--- config.mk ---
export PLATFORM = sky130hd
export DESIGN_NAME = bit_serial_alu_seq_flat
export DESIGN_NICKNAME = d
export VERILOG_FILES = /design/src/rtl/bit_serial_alu_seq_if.sv /design/src/rtl/bit_serial_alu_seq.sv /design/src/flat_wrapper.sv
export SDC_FILE = /design/constraint.sdc
export NUM_CORES = 1
export LEC_CHECK = 0
export CAP_MARGIN = 20
export CORE_ASPECT_RATIO = 0.75
export CORE_MARGIN = 3
export CORE_UTILIZATION = 44
export DETAILED_ROUTE_END_ITERATION = 8
export MAX_ROUTING_LAYER = met4
export PLACE_DENSITY = 0.77
export SLEW_MARGIN = 20
export SYNTH_ARGS = -nofsm -noshare
export SYNTH_HDL_FRONTEND = slang
export SYNTH_SLANG_ARGS = --single-unit
export TNS_END_PERCENT = 1
--- constraint.sdc ---
create_clock -name clk -period 1.3 [get_ports clk]
set_input_delay 0.26 -clock clk [delete_from_list [all_inputs] [get_ports clk]]
set_output_delay 0.26 -clock clk [all_outputs]
set_load 0.02 [all_outputs]
--- src/rtl/bit_serial_alu_seq_if.sv ---
//------------------------------------------------------------------------------
// Module      : bit_serial_alu_seq_if
// Description : Request/response handshake and 1-bit ALU slice bus for the
//               bit-serial sequencer. The optional zero flag is present only
//               when SERIAL_ALU_ZERO_FLAG_EN is defined.
// Revision    : 1.0 - initial release
//------------------------------------------------------------------------------
`default_nettype none

interface bit_serial_alu_seq_if #(
    parameter int WIDTH = 8
);
    logic             start;
    logic [WIDTH-1:0] a;
    logic [WIDTH-1:0] b;
    logic [1:0]       op;
    logic             cin;
    logic             busy;
    logic             done;
    logic [WIDTH-1:0] result;
    logic             carry;
`ifdef SERIAL_ALU_ZERO_FLAG_EN
    logic             zero;
`endif

    logic             alu_A;
    logic             alu_B;
    logic             alu_Cin;
    logic             alu_Op0;
    logic             alu_Op1;
    logic             alu_Result;
    logic             alu_Cout;

    // Requester side
    modport master (
        output start, a, b, op, cin,
`ifdef SERIAL_ALU_ZERO_FLAG_EN
        input  zero,
`endif
        input  busy, done, result, carry
    );

    // Sequencer side: serves requests and drives the slice
    modport slave (
        input  start, a, b, op, cin,
`ifdef SERIAL_ALU_ZERO_FLAG_EN
        output zero,
`endif
        output busy, done, result, carry,
        output alu_A, alu_B, alu_Cin, alu_Op0, alu_Op1,
        input  alu_Result, alu_Cout
    );

    // The 1-bit ALU slice itself
    modport slice (
        input  alu_A, alu_B, alu_Cin, alu_Op0, alu_Op1,
        output alu_Result, alu_Cout
    );
endinterface

`default_nettype wire

--- src/rtl/bit_serial_alu_seq.sv ---
//------------------------------------------------------------------------------
// Module      : bit_serial_alu_seq
// Description : LSB-first bit-serial AND/OR/XOR/ADD sequencer around an
//               external 1-bit ALU slice. Optional macro:
//               SERIAL_ALU_ZERO_FLAG_EN adds a registered zero flag.
// Revision    : 1.0 - initial release
//------------------------------------------------------------------------------
`default_nettype none

module bit_serial_alu_seq #(
    parameter int WIDTH = 8
) (
    input  wire logic          clk,
    input  wire logic          rst_n,
    bit_serial_alu_seq_if.slave bus
);
    localparam int                 c_CNT_W    = (WIDTH > 1) ? $clog2(WIDTH) : 1;
    localparam logic [c_CNT_W-1:0] c_CNT_LAST = c_CNT_W'(WIDTH - 1);
    localparam logic [1:0]         c_OP_ADD   = 2'b11;

    typedef enum logic [1:0] {
        S_IDLE = 2'd0,
        S_RUN  = 2'd1,
        S_DONE = 2'd2
    } state_t;

    state_t             r_state;
    state_t             w_state_next;
    logic [WIDTH-1:0]   r_a_sh;
    logic [WIDTH-1:0]   r_b_sh;
    logic [WIDTH-1:0]   r_res_sh;
    logic [1:0]         r_op;
    logic               r_carry_q;
    logic [c_CNT_W-1:0] r_cnt;
    logic [WIDTH-1:0]   r_result;
    logic               r_carry;
    logic               w_accept;
    logic               w_last;
`ifdef SERIAL_ALU_ZERO_FLAG_EN
    logic               r_zero_acc;
    logic               r_zero;
`endif

    always_comb begin
        w_accept     = 1'b0;
        w_last       = 1'b0;
        w_state_next = r_state;
        case (r_state)
            S_IDLE: begin
                w_accept = bus.start;
                if (bus.start) w_state_next = S_RUN;
            end
            S_RUN: begin
                w_last = (r_cnt == c_CNT_LAST);
                if (w_last) w_state_next = S_DONE;
            end
            S_DONE: begin
                w_accept     = bus.start;
                w_state_next = bus.start ? S_RUN : S_IDLE;
            end
            default: w_state_next = S_IDLE;
        endcase
    end

    // Slice inputs are forced low outside RUN; the opcode is always visible
    always_comb begin
        bus.busy    = (r_state == S_RUN);
        bus.done    = (r_state == S_DONE);
        bus.alu_A   = 1'b0;
        bus.alu_B   = 1'b0;
        bus.alu_Cin = 1'b0;
        bus.alu_Op0 = r_op[0];
        bus.alu_Op1 = r_op[1];
        if (r_state == S_RUN) begin
            bus.alu_A   = r_a_sh[0];
            bus.alu_B   = r_b_sh[0];
            bus.alu_Cin = r_carry_q;
        end
    end

    always_ff @(posedge clk) begin
        if (!rst_n) begin
            r_state    <= S_IDLE;
            r_a_sh     <= '0;
            r_b_sh     <= '0;
            r_res_sh   <= '0;
            r_op       <= '0;
            r_carry_q  <= 1'b0;
            r_cnt      <= '0;
            r_result   <= '0;
            r_carry    <= 1'b0;
`ifdef SERIAL_ALU_ZERO_FLAG_EN
            r_zero_acc <= 1'b0;
            r_zero     <= 1'b0;
`endif
        end else begin
            r_state <= w_state_next;
            if (w_accept) begin
                r_a_sh     <= bus.a;
                r_b_sh     <= bus.b;
                r_op       <= bus.op;
                r_carry_q  <= bus.cin;
                r_res_sh   <= '0;
                r_cnt      <= '0;
                r_result   <= '0;
                r_carry    <= 1'b0;
`ifdef SERIAL_ALU_ZERO_FLAG_EN
                r_zero_acc <= 1'b0;
                r_zero     <= 1'b0;
`endif
            end else if (r_state == S_RUN) begin
                r_a_sh    <= {1'b0, r_a_sh[WIDTH-1:1]};
                r_b_sh    <= {1'b0, r_b_sh[WIDTH-1:1]};
                r_res_sh  <= {bus.alu_Result, r_res_sh[WIDTH-1:1]};
                r_carry_q <= bus.alu_Cout;
`ifdef SERIAL_ALU_ZERO_FLAG_EN
                r_zero_acc <= r_zero_acc | bus.alu_Result;
`endif
                if (!w_last) begin
                    r_cnt <= r_cnt + 1'b1;
                end else begin
                    // Final bit goes straight into the published result
                    r_result <= {bus.alu_Result, r_res_sh[WIDTH-1:1]};
                    r_carry  <= (r_op == c_OP_ADD) ? bus.alu_Cout : 1'b0;
`ifdef SERIAL_ALU_ZERO_FLAG_EN
                    r_zero   <= ~(r_zero_acc | bus.alu_Result);
`endif
                end
            end
        end
    end

    assign bus.result = r_result;
    assign bus.carry  = r_carry;
`ifdef SERIAL_ALU_ZERO_FLAG_EN
    assign bus.zero   = r_zero;
`endif
endmodule

`default_nettype wire

--- src/flat_wrapper.sv ---
// flat-port wrapper written by rule: the top's interface ports become plain ports
module bit_serial_alu_seq_flat 
#(
    parameter int WIDTH = 8
)
  (clk, rst_n, bus_start, bus_a, bus_b, bus_op, bus_cin, bus_busy, bus_done, bus_result, bus_carry, bus_alu_A, bus_alu_B, bus_alu_Cin, bus_alu_Op0, bus_alu_Op1, bus_alu_Result, bus_alu_Cout);
  bit_serial_alu_seq_if #(.WIDTH(WIDTH)) bus_i ();
  input  wire logic clk;
  input  wire logic rst_n;
  input wire logic [$bits(bus_i.start)-1:0] bus_start;
  input wire logic [$bits(bus_i.a)-1:0] bus_a;
  input wire logic [$bits(bus_i.b)-1:0] bus_b;
  input wire logic [$bits(bus_i.op)-1:0] bus_op;
  input wire logic [$bits(bus_i.cin)-1:0] bus_cin;
  output wire logic [$bits(bus_i.busy)-1:0] bus_busy;
  output wire logic [$bits(bus_i.done)-1:0] bus_done;
  output wire logic [$bits(bus_i.result)-1:0] bus_result;
  output wire logic [$bits(bus_i.carry)-1:0] bus_carry;
  output wire logic [$bits(bus_i.alu_A)-1:0] bus_alu_A;
  output wire logic [$bits(bus_i.alu_B)-1:0] bus_alu_B;
  output wire logic [$bits(bus_i.alu_Cin)-1:0] bus_alu_Cin;
  output wire logic [$bits(bus_i.alu_Op0)-1:0] bus_alu_Op0;
  output wire logic [$bits(bus_i.alu_Op1)-1:0] bus_alu_Op1;
  input wire logic [$bits(bus_i.alu_Result)-1:0] bus_alu_Result;
  input wire logic [$bits(bus_i.alu_Cout)-1:0] bus_alu_Cout;
  assign bus_i.start = bus_start;
  assign bus_i.a = bus_a;
  assign bus_i.b = bus_b;
  assign bus_i.op = bus_op;
  assign bus_i.cin = bus_cin;
  assign bus_busy = bus_i.busy;
  assign bus_done = bus_i.done;
  assign bus_result = bus_i.result;
  assign bus_carry = bus_i.carry;
  assign bus_alu_A = bus_i.alu_A;
  assign bus_alu_B = bus_i.alu_B;
  assign bus_alu_Cin = bus_i.alu_Cin;
  assign bus_alu_Op0 = bus_i.alu_Op0;
  assign bus_alu_Op1 = bus_i.alu_Op1;
  assign bus_i.alu_Result = bus_alu_Result;
  assign bus_i.alu_Cout = bus_alu_Cout;
  bit_serial_alu_seq #(.WIDTH(WIDTH)) u_core (.clk(clk), .rst_n(rst_n), .bus(bus_i));
endmodule
==> impl_metrics.yaml, run 1 <==
yosys:
  synth_warnings: 0
  mappedNetlistNets: 215
  syn_inst: 189
  postSynthRegisterBits: 40
  synthDistinctLibCells: 32
  synth_sequential_area_ratio_pct: 47.2
  ys_async_sr_fraction_pct: 0
  synth_area_sq_um: 1700
  synth_area_per_cell_sq_um: 8.98
  synth_edf_count: 0
  ys_dominant_reg_cell: "dfxtp_1"
cells_and_area:
  mostFrequentLayoutCell: "nand2_1"
  nets: 261
  area_growth_syn_to_layout_pct: 35.2
  post-route-cell-area_sq_um: 2300
  post_route_cells_drive_above_1_share_pct: 20.3
  ant_diodes: 0
  most-common-layout-cells: "43 x nand2_1, 36 x dfxtp_1, 23 x clkdlybuf4s50_1"
  filler_cell_count: 302
  final_cell_count_no_fill: 286
critical_path:
  worstReg2RegEnd: "u_core.r_cnt[1]$_SDFFE_PP0P_"
  endpoint_class_of_the_critical_path: "output port"
  worst_reg2reg_startpoint: "u_core.r_cnt[0]$_SDFFE_PP0P_"
  cp_data_required_time_ps: 1040
  r2r_setup_slack_ps: 0
  critical_path_launch_point_type: "flop"
  worst-endpoint-arrival_ps: 1090
  path_class: "reg2out"
  r2r_cells: 5
  cp_max_fo: 5
placement:
  detailed_place.area_sq_um: 2130
  dp_cells: 276
  io_buffer_count: 39
  place.gp.congestion: 0.718
  dpl.hpwl_um: 2530
  place_worst_setup_slack_ps: -292
clock_network:
  clockBufferDepth: 2
  cts.sinks: 40
  worstSkewPairLatency_ps: 290
  total_of_hold_buffers_inserted_after_clock_tree_synthesis: 0
  cts.reportedPaths.clkPinSlew_ps: 70
  htree_num_levels: 2
  cts-buffers-inserted: 5
  tritoncts_clock_tree: "done"
  ctsRootBufferMaster: "clkbuf_8"
timing:
  worstMarginPinSlew_ps: 311
  fmaxAchievable_mhz: 740
  layout_setup_ws_ps: -52.2
  setup_repair_after_global_routing_missed_its_margin: "yes"
  finalMaxSlewViolations: 0
  setup-tns-final_ps: -188
  setup_violations: 4
  finalHoldViolCount: 0
  relSlewSlack_pct: 79.2
  layout_worst_path_cycle_share_pct: 104
  clock-skew-final_ps: 3.29
  final.min_clock_period_ps: 1350
outcome:
  violations_in_the_final_reports: "negative setup slack"
  status: "finished with violations"
pwr:
  switching_power_total_mw: 0.625
  vdd_drop_max_v: 0.000607
  p_int_mw: 1.91
  cellPowerDensity_nw_per_um2: 1110
  sequential_fraction_of_design_power_pct: 52.0
  total_leakage_power_nw: 0.879
  fin_total_pwr_mw: 2.54
  share_comb_of_total_power_pct: 15.5
  swShare_pct: 24.6
  clock_power_share_pct: 32.6
grt:
  globalRouteTotalUtil_pct: 18.2
  number_of_global_route_vias_before_repair: 1394
  first_pass_grt_wire_length_um: 6440
  number_of_antenna_violations_at_the_first_check_in_global_routing: 0
  grt_remaining_overflow: 0
  grt_start_max_net_pins: 32
routing:
  drcViolationCount: 0
  drt-initial-drc-count: 98
  detailedRoute.firstPassIterationCount: 5
  route.antenna.remaining_nets: 0
  vias: 1502
  post_drt_wl_per_cell_um: 13.5
  route.final.wire_length_um: 3870
  routed_via_density: 5.25
worst_hold_path:
  whs_endpoint: "u_core.bus.carry$_SDFFE_PP0P_"
  hold_path_depth: 2
  holdCritPathClass: "reg2reg"
  min-delay-start: "u_core.bus.carry$_SDFFE_PP0P_"
die:
  core_area_sq_um: 3490
  core.rowCount: 18
  die_y_um: 59.8
  floorplan.initialDensity_pct: 48.6
  floorplan.die_area_sq_um: 4650
  chipWidth_um: 77.7
  io-pin-count: 40
job:
  cap_violations: 0
==> area by class of cell <==
type,instances,area [sq um],area share (%)
well taps,50,62.6,2.72
inverters,1,11.3,0.490
flip-flops and latches,40,808,35.2
clock buffers,8,90.1,3.92
multi-input cells,134,805,35.0
repair buffers,53,519,22.6
==> worst max-delay path, stage by stage, from the launching register on <==
cell,delay [ps]
dfxtp_4,360
buf_6,130
and2b_1,200
buf_6,120
==> state kept, by name (all words and copies together), names as in the netlist <==
register	count
u_core.r_b_sh	8
u_core.bus.result	8
u_core.bus.carry	1
u_core.r_op	2
u_core.r_state	2
u_core.r_cnt	3
u_core.r_a_sh	8
u_core.r_res_sh	7
u_core.r_carry_q	1
==> cells by family (layout without fill, tap and decap cells) <==
logic type               after synthesis  after routing  share of synthesized area [%]
adder cells (fa/ha/maj)                2              2                           1.47
AND/OR/NAND/NOR                       83             83                           22.6
XOR/XNOR                               1              1                          0.516
flip-flops                            40             40                           47.2
AO/OA/AOI/OAI                         48             48                           19.5
buffers and inverters                 15             62                           8.70
==> per-layer routing <==
metal	vias up	routed length (um)	GRT usage, %
li1	743	-	-
met1	704	1900	22.8
met2	53	1700	28.4
met3	2	251	5.72
met4	0	13	5.33
met5	-	0	-
==> Yosys cell counts, drive strengths merged, types with 2 or more instances <==
cell | count | area [sq um]
a31oi | 5 | 31.3
nor3 | 7 | 35.0
o21ai | 7 | 35.0
nand3 | 13 | 65.1
nor2 | 8 | 30.0
o221ai | 7 | 61.3
a22oi | 3 | 22.5
dfxtp | 40 | 801
ha | 2 | 25.0
a21oi | 19 | 129
clkbuf | 2 | 7.51
a21boi | 6 | 45.0
and2 | 3 | 18.8
nand2b | 2 | 12.5
buf | 12 | 129
nand2 | 44 | 173
==> through the flow <==
step	util, %	hold slack [ps]
6_report	65.8	457
4_1_cts	62.9	455
3_5_place_dp	61.0	445
5_1_grt	65.8	479
3_3_place_gp	61.0	441
2_1_floorplan	-	392
==> timing repair <==
| item | CTS | global route |
|---|---|---|
| gates resized for setup | 33 | 28 |
| cloned | 0 | 0 |
| setup endpoints to repair | 28 | 36 |
| buffers inserted | 0 | 2 |
| pin swaps | 0 | 6 |
| endpoints found under the hold margin | 0 | 0 |
==> power groups by stage <==
stage | registers [mW] | logic (mW) | clock network [mW]
final | 1.32 | 0.392 | 0.827
after global placement | 1.34 | 0.364 | 0
after detailed placement | 1.34 | 0.371 | 0
after floorplan | 1.34 | 0.242 | 0
after global routing | 1.32 | 0.430 | 0.902
after CTS | 1.31 | 0.368 | 0.845
==> worst max-delay path by stage <==
stage                                    from  depth (start not counted)           to  slack, ps
3_3_place_gp   u_core.r_state[1]$_SDFFE_PN0P_                          4  bus_alu_Cin       -290
5_1_grt        u_core.r_state[1]$_SDFFE_PN0P_                          4    bus_alu_A        -90
4_1_cts        u_core.r_state[0]$_SDFFE_PN0P_                          3     bus_done       -210
2_1_floorplan  u_core.r_state[1]$_SDFFE_PN0P_                          5    bus_alu_A          8
3_5_place_dp   u_core.r_state[1]$_SDFFE_PN0P_                          4  bus_alu_Cin       -290
6_report       u_core.r_state[0]$_SDFFE_PN0P_                          3     bus_done        -50
(Power assumes the default switching activity.)
==> run 2: changes to the inputs <==
--- a/config.mk
+++ b/config.mk
@@ -6,7 +6,7 @@
 export NUM_CORES = 1
 export LEC_CHECK = 0
 export CAP_MARGIN = 20
-export CORE_ASPECT_RATIO = 0.75
+export CORE_ASPECT_RATIO = 0.6
 export CORE_MARGIN = 3
 export CORE_UTILIZATION = 44
 export DETAILED_ROUTE_END_ITERATION = 8
==> impl_metrics.yaml, run 2 (synthesis results as in run 1) <==
cells_and_area:
  ant_diodes: 0
  post_route_cells_drive_above_1_share_pct: 21.9
  mostFrequentLayoutCell: "nand2_1"
  most-common-layout-cells: "43 x nand2_1, 36 x dfxtp_1, 23 x clkdlybuf4s50_1"
  final_cell_count_no_fill: 282
  utilization_pct: 67.2
  nets: 263
  filler_cell_count: 293
  area_growth_syn_to_layout_pct: 37.0
grt:
  globalRouteTotalUtil_pct: 17.7
  grt_start_max_net_pins: 27
  first_pass_grt_wire_length_um: 6080
  number_of_antenna_violations_at_the_first_check_in_global_routing: 0
  grt_remaining_overflow: 0
  number_of_global_route_vias_before_repair: 1350
clock_network:
  tritoncts_clock_tree: "done"
  ctsRootBufferMaster: "clkbuf_8"
  cts.sinks: 40
  htree_num_levels: 2
  cts.reportedPaths.clkPinSlew_ps: 70
  cts-buffers-inserted: 5
  clockBufferDepth: 2
  worstSkewPairLatency_ps: 290
routing:
  route.final.wire_length_um: 3770
  vias: 1468
  drt-initial-drc-count: 70
  routed_via_density: 5.21
  drcViolationCount: 0
  detailedRoute.firstPassIterationCount: 5
  route.antenna.remaining_nets: 0
  post_drt_wl_per_cell_um: 13.4
timing:
  setup_repair_after_global_routing_missed_its_margin: "yes"
  layout_worst_path_cycle_share_pct: 105
  clock-skew-final_ps: 4.81
  finalMaxSlewViolations: 0
  fmaxAchievable_mhz: 731
  worstMarginPinSlew_ps: 222
  final.min_clock_period_ps: 1370
  setup_violations: 4
  finalHoldViolCount: 0
  layout_setup_ws_ps: -68.7
  relSlewSlack_pct: 85.2
pwr:
  total_leakage_power_nw: 0.905
  vdd_drop_max_v: 0.000561
  cellPowerDensity_nw_per_um2: 1120
die:
  chipWidth_um: 86.2
  io-pin-count: 40
  die_y_um: 54.1
  core.rowCount: 16
  floorplan.die_area_sq_um: 4660
  floorplan.initialDensity_pct: 49.0
  core_area_sq_um: 3460
placement:
  dpl.hpwl_um: 2500
  dp_cells: 272
  io_buffer_count: 39
  place.gp.congestion: 0.797
critical_path:
  path_class: "reg2out"
  critical_path_launch_point_type: "flop"
  crit_path_top_delay_cell: "dfxtp_2"
  max_stage_delay_ps: 320
  timing.critical_path.max_delay_family: "flip-flops"
  cp_max_fo: 5
  crit_chain: "nand2b_4, inv_8, and2_4, buf_6"
  cp_data_required_time_ps: 1040
  worst-endpoint-arrival_ps: 1110
  endpoint_class_of_the_critical_path: "output port"
  cp.buffers_inverters: 2
outcome:
  violations_in_the_final_reports: "negative setup slack"
  status: "finished with violations"
worst_hold_path:
  holdCritPathClass: "reg2reg"
job:
  cap_violations: 0
[run 2: what timing repair did]
item,4_1_cts,5_1_grt
pin swaps,0,3
cloned,0,1
setup buffers,0,2
hold buffers,0,0
endpoints found under the setup margin,26,26
resized for setup,35,28
[run 2: worst paths after layout]
path,cells after the start,from,to,slack [ps]
setup / recovery,4,u_core.r_state[1]$_SDFFE_PN0P_,bus_alu_Cin,-70
hold / removal,2,u_core.r_a_sh[7]$_SDFFE_PN0P_,u_core.r_a_sh[7]$_SDFFE_PN0P_,450
setup reg to reg,5,u_core.r_cnt[0]$_SDFFE_PP0P_,u_core.bus.carry$_SDFFE_PP0P_,60
hold reg to reg,2,u_core.r_a_sh[7]$_SDFFE_PN0P_,u_core.r_a_sh[7]$_SDFFE_PN0P_,450
[run 2: layer usage]
metal | vias up | global-route usage [%] | wire, um
li1 | 753 | - | -
met1 | 661 | 23.8 | 2040
met2 | 48 | 25.1 | 1390
met3 | 6 | 5.96 | 305
met4 | 0 | 5.44 | 34
met5 | - | - | 0
[run 2: worst reg2reg max path: stages (launching register included)]
cell	delay [ps]
dfxtp_2	360
ha_4	150
ha_4	160
nand3b_4	130
or2_0	240
a21oi_1	130
[run 2: through the flow]
stage | area (sq um) | setup TNS (ps) | worst slack (ps) | hold slack (ps) | power [mW]
floorplan | 1700 | 0 | 7.97 | 392 | 1.58
CTS | 2210 | -1410 | -202 | 453 | 2.57
finish | 2330 | -233 | -68.7 | 452 | 2.60
detailed placement | 2130 | -6100 | -326 | 443 | 1.71
global placement | 2130 | -5480 | -304 | 439 | 1.71
global route | 2330 | -384 | -104 | 471 | 2.71
[run 2: cell type report]
class / instances / area (sq um) / share of cell area (%)
clock buffer: 7 / 96.3 / 4.14
inverter: 1 / 11.3 / 0.484
multi-input combinational: 134 / 816 / 35.1
sequential: 40 / 808 / 34.7
tap: 45 / 56.3 / 2.42
timing repair buffer: 54 / 532 / 22.9
timing repair inverter: 1 / 6.26 / 0.269
[run 2: power by group]
group	switching, mW	total [mW]	leakage (nW)	internal (mW)
combinational	0.198	0.401	0.526	0.203
clock	0.406	0.878	0.0503	0.472
sequential	0.0347	1.32	0.329	1.28
total	0.639	2.60	0.905	1.96
==> run 3: changes to the inputs <==
--- a/config.mk
+++ b/config.mk
@@ -12,6 +12,7 @@
 export DETAILED_ROUTE_END_ITERATION = 8
 export MAX_ROUTING_LAYER = met4
 export PLACE_DENSITY = 0.77
+export SKIP_LAST_GASP = 1
 export SLEW_MARGIN = 20
 export SYNTH_ARGS = -nofsm -noshare
 export SYNTH_HDL_FRONTEND = slang
==> impl_metrics.yaml, run 3 (synthesis results as in run 1) <==
grt:
  grt_remaining_overflow: 0
  globalRouteTotalUtil_pct: 17.7
  number_of_antenna_violations_at_the_first_check_in_global_routing: 0
  first_pass_grt_wire_length_um: 6090
  grt_start_max_net_pins: 27
  number_of_global_route_vias_before_repair: 1354
timing:
  setup-tns-final_ps: -3040
  worstMarginPinSlew_ps: 304
  setup_repair_after_global_routing_missed_its_margin: "yes"
  setup_violations: 24
  finalMaxSlewViolations: 0
  final.hold.worst_slack_ps: 452
  fmaxAchievable_mhz: 669
  finalHoldViolCount: 0
  relSlewSlack_pct: 79.7
  layout_worst_path_cycle_share_pct: 115
  layout_setup_ws_ps: -194
  final.min_clock_period_ps: 1490
  clock-skew-final_ps: 3.75
outcome:
  status: "finished with violations"
  violations_in_the_final_reports: "negative setup slack"
critical_path:
  critical_path_launch_point_type: "flop"
  path_depth: 1
  crit_chain: "clkdlybuf4s50_1"
  endpoint_class_of_the_critical_path: "output port"
  crit_path_top_delay_cell: "clkdlybuf4s50_1"
  cp_max_fo: 2
  max_stage_delay_ps: 610
  worst-endpoint-arrival_ps: 1230
  r2r_cells: 5
  cp_data_required_time_ps: 1040
  timing.critical_path.max_delay_family: "buffers and inverters"
  path_class: "reg2out"
  cp.buffers_inverters: 1
cells_and_area:
  post_route_cells_drive_above_1_share_pct: 15.8
  area_growth_syn_to_layout_pct: 30.5
  final_cell_count_no_fill: 279
  ant_diodes: 0
  mostFrequentLayoutCell: "nand2_1"
  most-common-layout-cells: "43 x nand2_1, 40 x dfxtp_1, 32 x clkdlybuf4s50_1"
  area_occupied_by_multi_input_gates_sq_um: 752
  sequential_cell_area_sq_um: 801
  post-route-cell-area_sq_um: 2220
  nets: 260
  filler_cell_count: 302
routing:
  route.final.wire_length_um: 3560
  vias: 1425
  drt-initial-drc-count: 92
  route.antenna.remaining_nets: 0
  drcViolationCount: 0
  post_drt_wl_per_cell_um: 12.8
  detailedRoute.firstPassIterationCount: 4
  routed_via_density: 5.11
pwr:
  vdd_drop_max_v: 0.000550
  total_leakage_power_nw: 0.819
  cellPowerDensity_nw_per_um2: 1140
  fin_total_pwr_mw: 2.54
die:
  io-pin-count: 40
  floorplan.die_area_sq_um: 4660
  core_area_sq_um: 3460
  floorplan.initialDensity_pct: 49.0
  die_y_um: 54.1
  core.rowCount: 16
  chipWidth_um: 86.2
clock_network:
  ctsRootBufferMaster: "clkbuf_8"
  post-cts-setup-buffers: 0
  htree_num_levels: 2
  tritoncts_clock_tree: "done"
  cts-buffers-inserted: 5
  cts.sinks: 40
  clockBufferDepth: 2
  worstSkewPairLatency_ps: 280
  cts.reportedPaths.clkPinSlew_ps: 70
  total_of_hold_buffers_inserted_after_clock_tree_synthesis: 0
worst_hold_path:
  holdCritPathClass: "reg2reg"
  hold_path_depth: 2
placement:
  detailed_place.area_sq_um: 2130
  dp_cells: 272
  place.gp.congestion: 0.797
  dpl.hpwl_um: 2500
  io_buffer_count: 39
job:
  cap_violations: 0
==> run 3: cell count changes in the layout (fill, tap and decap cells not counted), moves of 4 or more <==
cell	change
clkdlybuf4s50_1	+9
dfxtp_1	+4
buf_6	-8
dlygate4sd2_1	-10
==> run 3: stage by stage <==
stage                     utilization, %  setup WS (ps)
final                               64.0           -194
after floorplan                        -           7.97
after global placement              61.5           -304
after CTS                           63.8           -230
after global routing                64.0           -256
after detailed placement            61.5           -326
==> run 3: metal layers <==
| layer | track usage (%) | share of wire, % | up-vias |
|---|---|---|---|
| met3 | 5.96 | 8.8 | 2 |
| li1 | - | - | 746 |
| met5 | - | 0 | - |
| met1 | 23.9 | 54 | 637 |
| met4 | 5.44 | 0.31 | 0 |
| met2 | 25.1 | 37 | 40 |
==> run 3: path summary, 6_finish.rpt <==
| kind | startpoint | endpoint | slack (ps) |
|---|---|---|---|
| setup / recovery | u_core.bus.carry$_SDFFE_PP0P_ | bus_carry | -190 |
| hold / removal | u_core.r_a_sh[7]$_SDFFE_PN0P_ | u_core.r_a_sh[7]$_SDFFE_PN0P_ | 450 |
| setup reg to reg | u_core.r_cnt[0]$_SDFFE_PP0P_ | u_core.r_cnt[0]$_SDFFE_PP0P_ | -80 |
| hold reg to reg | u_core.r_a_sh[7]$_SDFFE_PN0P_ | u_core.r_a_sh[7]$_SDFFE_PN0P_ | 450 |
==> run 3: cell type report <==
| cell class | count | area share (%) |
|---|---|---|
| flip-flops and latches | 40 | 36.1 |
| clock buffers | 7 | 4.35 |
| multi-input cells | 134 | 33.9 |
| repair buffers | 52 | 22.5 |
| inverters | 1 | 0.508 |
| well taps | 45 | 2.54 |
==> run 3: timing repair <==
item	4_1_cts	5_1_grt
resized for setup	16	3
setup endpoints to repair	26	36
hold endpoints to repair	0	0
==> run 3: report_power, final <==
group / internal [mW] / switching [mW]
Clock: 0.472 / 0.389
Combinational: 0.178 / 0.184
Sequential: 1.28 / 0.0309
